[src/rtl/debounce_pkg.sv]
// Shared constants and helpers for the push-button debouncer family.
package debounce_pkg;

    // Debounced-level encoding, after the input polarity has been normalised
    localparam logic BUTTON_PRESSED  = 1'b1;
    localparam logic BUTTON_RELEASED = 1'b0;

    // Ceiling log2 for sizing counters; clog2(1) = 0
    function automatic int unsigned clog2(input int unsigned value);
        int unsigned result;
        int unsigned remaining;
        result    = 0;
        remaining = (value > 0) ? value - 1 : 0;
        while (remaining > 0) begin
            result    = result + 1;
            remaining = remaining >> 1;
        end
        return result;
    endfunction

endpackage

[src/rtl/debounce_channel.sv]
// One button channel: synchroniser, debounce counter, press/release pulses
// and optional long-press detection.
module debounce_channel
    import debounce_pkg::*;
#(
    parameter int unsigned DEBOUNCE_CYCLES   = 1000000,
    parameter int unsigned LONG_PRESS_CYCLES = 50000000,
    parameter bit          INPUT_ACTIVE_LOW  = 1'b1
) (
    input  logic clock,
    input  logic reset_n,
    input  logic button_raw,
    output logic button_level,
    output logic button_press,
    output logic button_release,
    output logic button_long_press
);

    localparam int unsigned         DB_W         = clog2(DEBOUNCE_CYCLES);
    localparam logic [DB_W-1:0]     DB_LAST      = DB_W'(DEBOUNCE_CYCLES - 1);
    localparam logic                RAW_RELEASED = BUTTON_RELEASED ^ INPUT_ACTIVE_LOW;

    logic            sync_meta;
    logic            sync_stable;
    logic            pressed;
    logic [DB_W-1:0] db_count;

    // Two-flop synchroniser, parked at the idle pin level during reset
    always_ff @(posedge clock or negedge reset_n) begin
        if (!reset_n) begin
            sync_meta   <= RAW_RELEASED;
            sync_stable <= RAW_RELEASED;
        end else begin
            sync_meta   <= button_raw;
            sync_stable <= sync_meta;
        end
    end

    // Normalised so that 1 always means pressed
    assign pressed = sync_stable ^ INPUT_ACTIVE_LOW;

    // Accept a new level only after DEBOUNCE_CYCLES consecutive disagreeing samples
    always_ff @(posedge clock or negedge reset_n) begin
        if (!reset_n) begin
            db_count       <= '0;
            button_level   <= BUTTON_RELEASED;
            button_press   <= 1'b0;
            button_release <= 1'b0;
        end else begin
            button_press   <= 1'b0;
            button_release <= 1'b0;
            if (pressed == button_level) begin
                db_count <= '0;
            end else if (db_count == DB_LAST) begin
                db_count       <= '0;
                button_level   <= pressed;
                button_press   <= (pressed == BUTTON_PRESSED);
                button_release <= (pressed == BUTTON_RELEASED);
            end else begin
                db_count <= db_count + 1'b1;
            end
        end
    end

    if (LONG_PRESS_CYCLES > 0) begin : g_long_press
        localparam int unsigned       HOLD_W    = clog2(LONG_PRESS_CYCLES + 1);
        localparam logic [HOLD_W-1:0] HOLD_LAST = HOLD_W'(LONG_PRESS_CYCLES - 1);

        logic [HOLD_W-1:0] hold_count;
        logic              fired;

        // Hold counter starts the cycle after the press pulse, so firing on
        // HOLD_LAST lands the pulse LONG_PRESS_CYCLES cycles after the press;
        // it then freezes until the level drops.
        always_ff @(posedge clock or negedge reset_n) begin
            if (!reset_n) begin
                hold_count        <= '0;
                fired             <= 1'b0;
                button_long_press <= 1'b0;
            end else begin
                button_long_press <= 1'b0;
                if (button_level != BUTTON_PRESSED) begin
                    hold_count <= '0;
                    fired      <= 1'b0;
                end else if (!fired) begin
                    if (hold_count == HOLD_LAST) begin
                        fired             <= 1'b1;
                        button_long_press <= 1'b1;
                    end else begin
                        hold_count <= hold_count + 1'b1;
                    end
                end
            end
        end
    end else begin : g_no_long_press
        assign button_long_press = 1'b0;
    end

endmodule

[src/rtl/button_debouncer_array.sv]
// Multi-channel push-button conditioner: one independent debounce_channel per pin.
module button_debouncer_array
    import debounce_pkg::*;
#(
    parameter int unsigned NUM_CHANNELS      = 4,
    parameter int unsigned DEBOUNCE_CYCLES   = 1000000,
    parameter int unsigned LONG_PRESS_CYCLES = 50000000,
    parameter bit          INPUT_ACTIVE_LOW  = 1'b1
) (
    input  logic                    clock,
    input  logic                    reset_n,
    input  logic [NUM_CHANNELS-1:0] button_raw,
    output logic [NUM_CHANNELS-1:0] button_level,
    output logic [NUM_CHANNELS-1:0] button_press,
    output logic [NUM_CHANNELS-1:0] button_release,
    output logic [NUM_CHANNELS-1:0] button_long_press
);

    for (genvar ch = 0; ch < NUM_CHANNELS; ch++) begin : g_channel
        debounce_channel #(
            .DEBOUNCE_CYCLES   (DEBOUNCE_CYCLES),
            .LONG_PRESS_CYCLES (LONG_PRESS_CYCLES),
            .INPUT_ACTIVE_LOW  (INPUT_ACTIVE_LOW)
        ) u_channel (
            .clock             (clock),
            .reset_n           (reset_n),
            .button_raw        (button_raw[ch]),
            .button_level      (button_level[ch]),
            .button_press      (button_press[ch]),
            .button_release    (button_release[ch]),
            .button_long_press (button_long_press[ch])
        );
    end

endmodule
[config.mk]
export PLATFORM = sky130hd
export DESIGN_NAME = button_debouncer_array
export DESIGN_NICKNAME = d
export VERILOG_FILES = /design/src/rtl/debounce_pkg.sv /design/src/rtl/debounce_channel.sv /design/src/rtl/button_debouncer_array.sv
export SDC_FILE = /design/constraint.sdc
export NUM_CORES = 1
export LEC_CHECK = 0
export ABC_AREA = 1
export ABC_CLOCK_PERIOD_IN_PS = 4600
export CAP_MARGIN = 40
export CELL_PAD_IN_SITES_DETAIL_PLACEMENT = 1
export CELL_PAD_IN_SITES_GLOBAL_PLACEMENT = 1
export CORE_UTILIZATION = 49
export CTS_CLUSTER_DIAMETER = 100
export DETAILED_ROUTE_END_ITERATION = 7
export PLACE_DENSITY = 0.84
export SYNTH_ARGS = -nofsm -noshare
export SYNTH_HDL_FRONTEND = slang
export SYNTH_SLANG_ARGS = --single-unit
[constraint.sdc]
create_clock -name clock -period 4.6 [get_ports clock]
set_clock_uncertainty 0.1 [all_clocks]
set_input_delay 1.15 -clock clock [delete_from_list [all_inputs] [get_ports clock]]
set_output_delay 1.15 -clock clock [all_outputs]
set_load 0.1 [all_outputs]
## Word-level counts from Yosys, hierarchy flattened

Cells that the tools add are included.

- Add/subtract/negate cells: 8
- $mul: 0
- Div/mod/pow operators: 0
- Magnitude comparators: 0
- Eq/ne operators: 20
- Shifts and indexed selects: 0
- Mux-type cells: 56
- Bitwise gates (word level): 8
- Reduce and logical (&&, ||, !) cells: 8

Operators with widths:

| kind | number |
|---|---|
| two-way mux 26 bit | 12 |
| two-way mux 20 bit | 8 |
| adder 26 x 1 -> 26 bit, second input constant | 4 |
| equality test 26 bit, second input constant | 4 |
| adder 20 x 1 -> 20 bit, second input constant | 4 |
| equality test 20 bit, second input constant | 4 |
| two-way mux 1 bit | 36 |
| inequality test 2 bit, second input constant | 8 |
| AND reduction 2 bit | 8 |
| inverter 1 bit | 8 |
| equality test 1 bit | 4 |

- Flip-flop bits (word level): 212
- Latch bits: 0
- Memory bits (writable): 0
- Bits in read-only memories: 0
- Input bits: 6
- Output and inout bits: 16
- Logic and storage cells: 136
- Memories: 0

## Depth between registers and ports, before layout

Gate-level depths: netlist of run 1.

- Depth after elaboration: 4
- Gate-level depth with buffers: 12
- Mapped depth without buffers: 11

## Cells and area by module

Synthesis of run 1 repeated with hierarchy kept, for this count alone.

- Cells, all modules: 1933
- Area total of the unflattened synthesis: 13047.5 um2

Modules (own cells, without submodules):

| module | instances | cells each | area each (um2) |
|---|---|---|---|
| debounce_channel at g_channel[0].u_channel ... | 3 | 486 | 3280.6 |
| debounce_channel at g_channel[1].u_channel | 1 | 475 | 3205.6 |

## Least setup slack after synthesis of run 1

OpenSTA, ideal clock, no wires.

- Kind: register -> output
- Start: register g_channel[0].u_channel.button_level
- End: output button_level[0]
- Arrival time: 0.662 ns
- Setup slack: 2.688 ns
- Cell stages (with the launch flop): 2
- Path buffers: 1
- Path through: dfrtp_1 -> buf_4

RTL lines:

| item | line | text |
|---|---|---|
| start, declared | debounce_channel.sv:13 | `output logic button_level,` |
| start signal, assigned | debounce_channel.sv:56 | `button_level <= pressed;` |
| end, declared | button_debouncer_array.sv:13 | `output logic [NUM_CHANNELS-1:0] button_level,` |

No word-level cell between the ends.

## Worst setup path after layout of run 1

- Start: register g_channel[1].u_channel.g_long_press.hold_count[0]
- End: register g_channel[1].u_channel.g_long_press.hold_count[0]

- Word-level cells in the longest chain between the ends: 4
- Elaborated cells between the ends (all ways): 7

Ends and longest elaborated chain:

| item | line | text |
|---|---|---|
| start, declared | debounce_channel.sv:69 | `logic [HOLD_W-1:0] hold_count;` |
| start signal, assigned | debounce_channel.sv:90 | `hold_count <= hold_count + 1'b1;` |
| adder 26 x 1 -> 26 bit | debounce_channel.sv:90 |  |
| two-way mux 26 bit | debounce_channel.sv:86 | `if (hold_count == HOLD_LAST) begin` |
| two-way mux 26 bit | debounce_channel.sv:85 | `end else if (!fired) begin` |
| two-way mux 26 bit | debounce_channel.sv:82 | `if (button_level != BUTTON_PRESSED) begin` |

Parallel ways exist; a longest one is shown, timed or not. The select of a mux whose other input is x is not followed.
A chain may end at the register's enable or synchronous reset.

==> run_results.csv, run 1 <==
group,metric,value,unit
outcome,outcome,"completed",
routing,wl_per_cell,15.3,µm
critical_path,r2r_slack,1630,ps
yosys,synth_area,12800,µm²
floorplan,die_w,164,µm
sta,finalMaxSlewViolations,0,
critical_path,crit_family,"simple AND/OR/NAND/NOR gates",
sta,timing.fmax,337,MHz
yosys,synth-adder-area-share,0.783,%
global_route,grt_max_degree,111,
clock_network,cts.sinks,212,
critical_path,worstSetupEndpointType,"flop",
floorplan,dieArea,26700,µm²
yosys,ys_seq_elements,212,
sta,rsz0062_at_grt,"false",
clock_network,htreeDepth,1,
critical_path,critPathLaunchType,"flop",
critical_path,worstPathMaxFanout,29,
critical_path,cp_slowest_cell,"nand2_1",
global_route,antenna_found_initial,0,
yosys,synth_top_family_by_area,"simple AND/OR/NAND/NOR gates",
clock_network,numCtsBuffers,26,
routing,drcViolationCount,0,
global_route,top_usage_layer,"met2",
yosys,synth_top_area_share,39.9,%
critical_path,cp.required,4910,ps
cells_and_area,post_layout_nonfiller_instances,2292,
sta,setup_violations,0,
clock_network,clk_latency,530,ps
cells_and_area,layout.nets,1956,
global_route,grt_pass1_wl,59300,µm
critical_path,cp.buffers_inverters,1,
clock_network,holdBufCountCts,0,
placement,dpl.cell_count,2244,
yosys,synth-compound-area-share,4.19,%
yosys,synth-warning-count,0,
routing,antenna_left,0,
pwr,power.leakage,7.02,nW
clock_network,cts_tree,"done",
routing,first_pass_iters,5,
sta,finalCriticalPeriod,2970,ps
placement,post-place-ws,1640,ps
critical_path,worstPathArrival,3280,ps
placement,gp_congestion,0.917,
global_route,use_met1,33.7,%
yosys,synth.area.top_cells,"dfrtp_1 (40%), nand2_1 (17%), nor2_1 (10%)",
critical_path,critical_path_class,"flop to flop",
critical_path,max_stage_delay,690,ps
yosys,ys_seq_area_share,41.6,%
cells_and_area,area_growth,10.9,%
global_route,overflow,0,
global_route,use_met3,2.54,%
sta,setup_tns,0,ps
clock_network,cts_buffer_depth,3,
flow_run,max_cap_violations,0,
yosys,yosys.area_share.xor_xnor,2.05,%
cells_and_area,largest_register_ffs,104,
yosys,synth_simple_gate_area_share,40.1,%
pwr,vdd_ir_drop_max,0.296,mV
routing,routed_wl,35000,µm
cells_and_area,n_fill_cell,3438,
global_route,grt_usage,26.9,%
yosys,syn_inst,1925,
clock_network,post_cts_buffers,0,
cells_and_area,final_cell_mix,"nand2_1 (584), nor2_1 (349), inv_1 (286)",
critical_path,crit_chain,"ha_1 > nand2_1 > nor2_1 > nand2_1 > nor2_1 > nand2_1 > nand2_1 > inv_1 > nor2_1 > nor2_1",
cells_and_area,reg_top3,"g_channel.u_channel.g_long_press.hold_count x104, g_channel.u_channel.db_count x80",
yosys,ys_types,29,
yosys,synth.largest_area_cell,"dfrtp_1",
sta,fin_ws,1630,ps
placement,post-dp-hpwl,25400,µm
pwr,power_density,288,nW/µm²
sta,period_share,64.6,%
cells_and_area,antenna_cells,0,
yosys,syn_avg_cell_area,6.64,µm²
routing,via_per_inst,5.24,
floorplan,core_region_area,25400,µm²
global_route,grt.met2_usage,49.1,%
pwr,power,4.08,mW
floorplan,io_pins,22,
yosys,muxShareOfSynthArea,0,%
clock_network,cts_resized,0,
cells_and_area,regMostFlops,"g_channel.u_channel.g_long_press.hold_count",
yosys,syn-num-nets,1939,
sta,tightest_slew,876,ps
cells_and_area,drive_gt1_share,5.05,%
floorplan,placementRows,58,
routing,drt_iter0_markers,643,
floorplan,initial_core_util,50.3,%
routing,vias,12000,
clock_network,cts.clk_slew.worst_paths,60,ps
cells_and_area,mostFrequentLayoutCell,"nand2_1",
floorplan,dieHeight,164,µm
global_route,grt_pass1_vias,12500,
placement,numPortBuffers,21,
clock_network,root_buffer,"clkbuf_16",
sta,slew_headroom,41.6,%
hold_path,hp-class,"flop to flop",
sta,final-hold-violation-count,0,
[Yosys cell counts]
cell,instances
ha_1,8
buf_2,11
a21oi_1,21
xor2_1,22
nand2_2,8
nand3_1,179
o211ai_1,1
buf_6,12
nand3_2,2
o21ai_0,66
clkbuf_1,6
nor2_2,3
nand3b_1,24
xnor2_1,8
nor3_1,43
buf_4,17
inv_1,286
or2_2,6
o21a_1,4
buf_1,5
o21ai_1,11
dfstp_2,8
nand2_1,584
inv_2,5
o21bai_1,1
nor2_1,349
nor3b_1,8
dfrtp_1,204
nand4_1,23
[area by class of cell]
type                            count  area (µm²)  area share (%)
Timing Repair Buffer               40         450            3.18
Inverter                          291        1090            7.71
Multi-Input combinational cell   1371        6020            42.5
Sequential cell                   212        5320            37.5
Clock inverter                     10         106           0.750
Tap cell                          330         413            2.91
Clock buffer                       38         777            5.48
[power by group]
group | switching [mW] | leakage [nW] | internal (mW)
Sequential | 0.00898 | 2.93 | 1.88
Combinational | 0.0622 | 3.66 | 0.0190
Clock | 0.829 | 0.438 | 1.28
[cells by family (layout without fill, tap and decap cells)]
family | count (synthesis) | in the layout
buf+inv | 342 | 379
compound gates | 104 | 104
simple gates | 1229 | 1229
xor+xnor | 30 | 30
fa+ha+maj | 8 | 8
flops | 212 | 212
[worst reg2reg max path, cell delays in order (launching register included)]
cell and delay [ps]:
dfrtp_1 390, ha_1 210, nand2_1 80, nor2_1 140, nand2_1 120, nor2_1 110, nand2_1 240, nand2_1 690
inv_1 520, nor2_1 200, nor2_1 70
[per-layer routing]
layer	wire, µm	share of wire [%]
met5	0	0
met1	15700	45
met4	801	2.3
met2	17600	50
met3	908	2.6
[per-stage QoR]
step / hold WS, ps / utilization [%] / instance area [µm²]
after detailed placement: 248 / 52.3 / 13300
after global placement: 247 / 51.6 / 13100
final: 259 / 55.8 / 14200
after CTS: 261 / 55.8 / 14200
after global routing: 262 / 55.8 / 14200
after floorplan: 245 / - / 12800
[final timing paths]
path                                                       start                             endpoint  depth (start not counted)
worst max-delay path                                        flop                                 flop                         10
worst min-delay path            g_channel[2].u_channel.sync_meta   g_channel[2].u_channel.sync_stable                          0
worst max register to register                              flop                                 flop                         10
worst min register to register  g_channel[2].u_channel.sync_meta   g_channel[2].u_channel.sync_stable                          0
max in group asynchronous                                reset_n  g_channel[0].u_channel.db_count[15]                          2
min in group asynchronous                                reset_n  g_channel[1].u_channel.db_count[11]                          1
No activity file was read; power rests on OpenSTA's default activity.
==> inputs of run 2 (changes only) <==
ABC_CLOCK_PERIOD_IN_PS = 2400   (was 4600)
CORE_UTILIZATION = 41   (was 49)
PLACE_DENSITY = 0.75   (was 0.84)
clock period = 2.4 ns   (was 4.6 ns; I/O delays follow)
==> run 2 against run 1 <==
Cell area grew 1.9%. Core utilization shrank 8.7 points. Largest cell class unchanged. Setup slack lost 1400 ps. Register-to-register slack lost 1100 ps. Clock-buffer cell count grew 4. First-iteration DRC count shrank 17%.
==> run_results.csv, run 2 (synthesis gave the netlist of run 1 again) <==
group,metric,value,unit
critical_path,crit_family,"flip-flops",
global_route,overflow,0,
sta,setup_violations,0,
routing,wirelength_met1,16800,µm
critical_path,cp.buffers_inverters,2,
clock_network,root_buffer,"clkbuf_16",
hold_path,hp-start,"g_channel[0].u_channel.sync_meta",
sta,tightest_slew,558,ps
routing,antenna_left,0,
cells_and_area,largest_register_ffs,104,
global_route,grt_usage,22.9,%
cells_and_area,mostFrequentLayoutCell,"nand2_1",
floorplan,dieArea,31900,µm²
critical_path,critical_path_class,"flop to primary output",
critical_path,max_stage_delay,530,ps
routing,first_pass_iters,5,
floorplan,io_pins,22,
cells_and_area,layout.nets,1975,
routing,drt_iter0_markers,531,
floorplan,die_w,179,µm
clock_network,cts_tree,"done",
sta,finalCriticalPeriod,2150,ps
cells_and_area,drive_gt1_share,6.31,%
routing,wl_per_cell,14.5,µm
sta,rsz0062_at_grt,"false",
hold_path,hp-class,"flop to flop",
clock_network,numCtsBuffers,27,
critical_path,critPathLaunchType,"flop",
sta,slew_headroom,62.8,%
critical_path,cp.required,1700,ps
clock_network,cts.clk_slew.worst_paths,50,ps
routing,wl_met3,739,µm
placement,gp_congestion,0.846,
floorplan,core_region_area,30700,µm²
cells_and_area,final_cell_mix,"nand2_1 (584), nor2_1 (349), inv_1 (286)",
routing,wl_met2,16200,µm
outcome,outcome,"completed",
sta,setup_tns,0,ps
cells_and_area,n_fill_cell,4054,
hold_path,hold_path_depth,0,
cells_and_area,seq_area,5320,µm²
critical_path,r2r_slack,490,ps
cells_and_area,multi_input_area,6020,µm²
global_route,grt_pass1_vias,12300,
clock_network,cts.sinks,212,
floorplan,dieHeight,179,µm
critical_path,cp_slowest_cell,"dfrtp_1",
routing,via_per_inst,4.97,
floorplan,placementRows,64,
global_route,antenna_found_initial,0,
pwr,power.leakage,7.15,nW
critical_path,worstSetupEndpointType,"primary output",
critical_path,path_common_cell,"buf_12",
clock_network,htreeDepth,1,
critical_path,crit_cells,2,
critical_path,worstPathArrival,1450,ps
clock_network,cts_buffer_depth,3,
global_route,grt_max_degree,58,
clock_network,cts_resized,0,
hold_path,min_to,"g_channel[0].u_channel.sync_stable",
cells_and_area,antenna_cells,0,
routing,drcViolationCount,0,
floorplan,initial_core_util,41.7,%
cells_and_area,reg_top3,"g_channel.u_channel.g_long_press.hold_count x104, g_channel.u_channel.db_count x80",
sta,period_share,89.8,%
cells_and_area,regMostFlops,"g_channel.u_channel.g_long_press.hold_count",
sta,timing.fmax,464,MHz
placement,numPortBuffers,21,
clock_network,clk_latency,550,ps
global_route,grt_pass1_wl,59600,µm
pwr,vdd_ir_drop_max,0.563,mV
sta,final-hold-violation-count,0,
routing,vias,11800,
pwr,power,8.18,mW
critical_path,worstPathMaxFanout,16,
flow_run,max_cap_violations,0,
critical_path,crit_chain,"buf_12 > buf_12",
pwr,power_density,566,nW/µm²
routing,top_layer_used,"met4",
critical_path,r2r_cells,10,
sta,finalMaxSlewViolations,0,
cells_and_area,area_growth,12.9,%
routing,routed_wl,34500,µm
placement,post-dp-hpwl,25600,µm
-- run 2: changes by cell type in the layout (fill, tap and decap cells not counted), sizes merged --
cell / change
dlygate4sd3: +1
bufinv: +3
clkinv: -6
clkbuf: +4
clkdlybuf4s50: -12
buf: +29
-- run 2: how the worst max path moves through the flow --
stage	start	endpoint	slack (ps)
final	g_channel[3].u_channel.button_level	button_level[3]	250
after global routing	g_channel[3].u_channel.button_level	button_level[3]	160
after CTS	g_channel[3].u_channel.button_level	button_level[3]	200
after detailed placement	flop	flop	460
after global placement	flop	flop	520
after floorplan	flop	flop	770
-- run 2: what timing repair did --
item | CTS | global route
hold buffers | 1 | 0
buffers inserted | 0 | 0
endpoints found under the hold margin | 42 | 0
endpoints found under the setup margin | 0 | 0
-- run 2: layout make-up --
| cell class | count | share of cell area (%) |
|---|---|---|
| inverter | 291 | 7.57 |
| clock buffer | 42 | 5.49 |
| multi-input combinational | 1371 | 41.7 |
| sequential | 212 | 36.8 |
| tap | 396 | 3.43 |
| timing repair buffer | 58 | 3.85 |
| clock inverter | 7 | 1.15 |
-- run 2: stage by stage --
stage / std cells / hold slack [ps] / utilization [%] / area (µm²) / setup WS [ps]
floorplan: 1925 / 204 / - / 12800 / 770
global placement: 2327 / 246 / 43.9 / 13500 / 517
detailed placement: 2327 / 249 / 43.9 / 13500 / 459
CTS: 2377 / 257 / 47.1 / 14400 / 204
global route: 2377 / 263 / 47.1 / 14400 / 160
finish: 2377 / 257 / 47.1 / 14400 / 246
-- run 2: where the power goes --
part	internal, mW	switching, mW
registers	3.61	0.0181
clock network	2.79	1.59
logic	0.0542	0.125
total	6.45	1.73
-- run 2: routing by layer --
layer | global-route usage (%) | vias up
met3 | 2.64 | 41
met2 | 38.8 | 96
met5 | 0 | -
met4 | 5.54 | 0
met1 | 30.8 | 5690
li1 | - | 5997
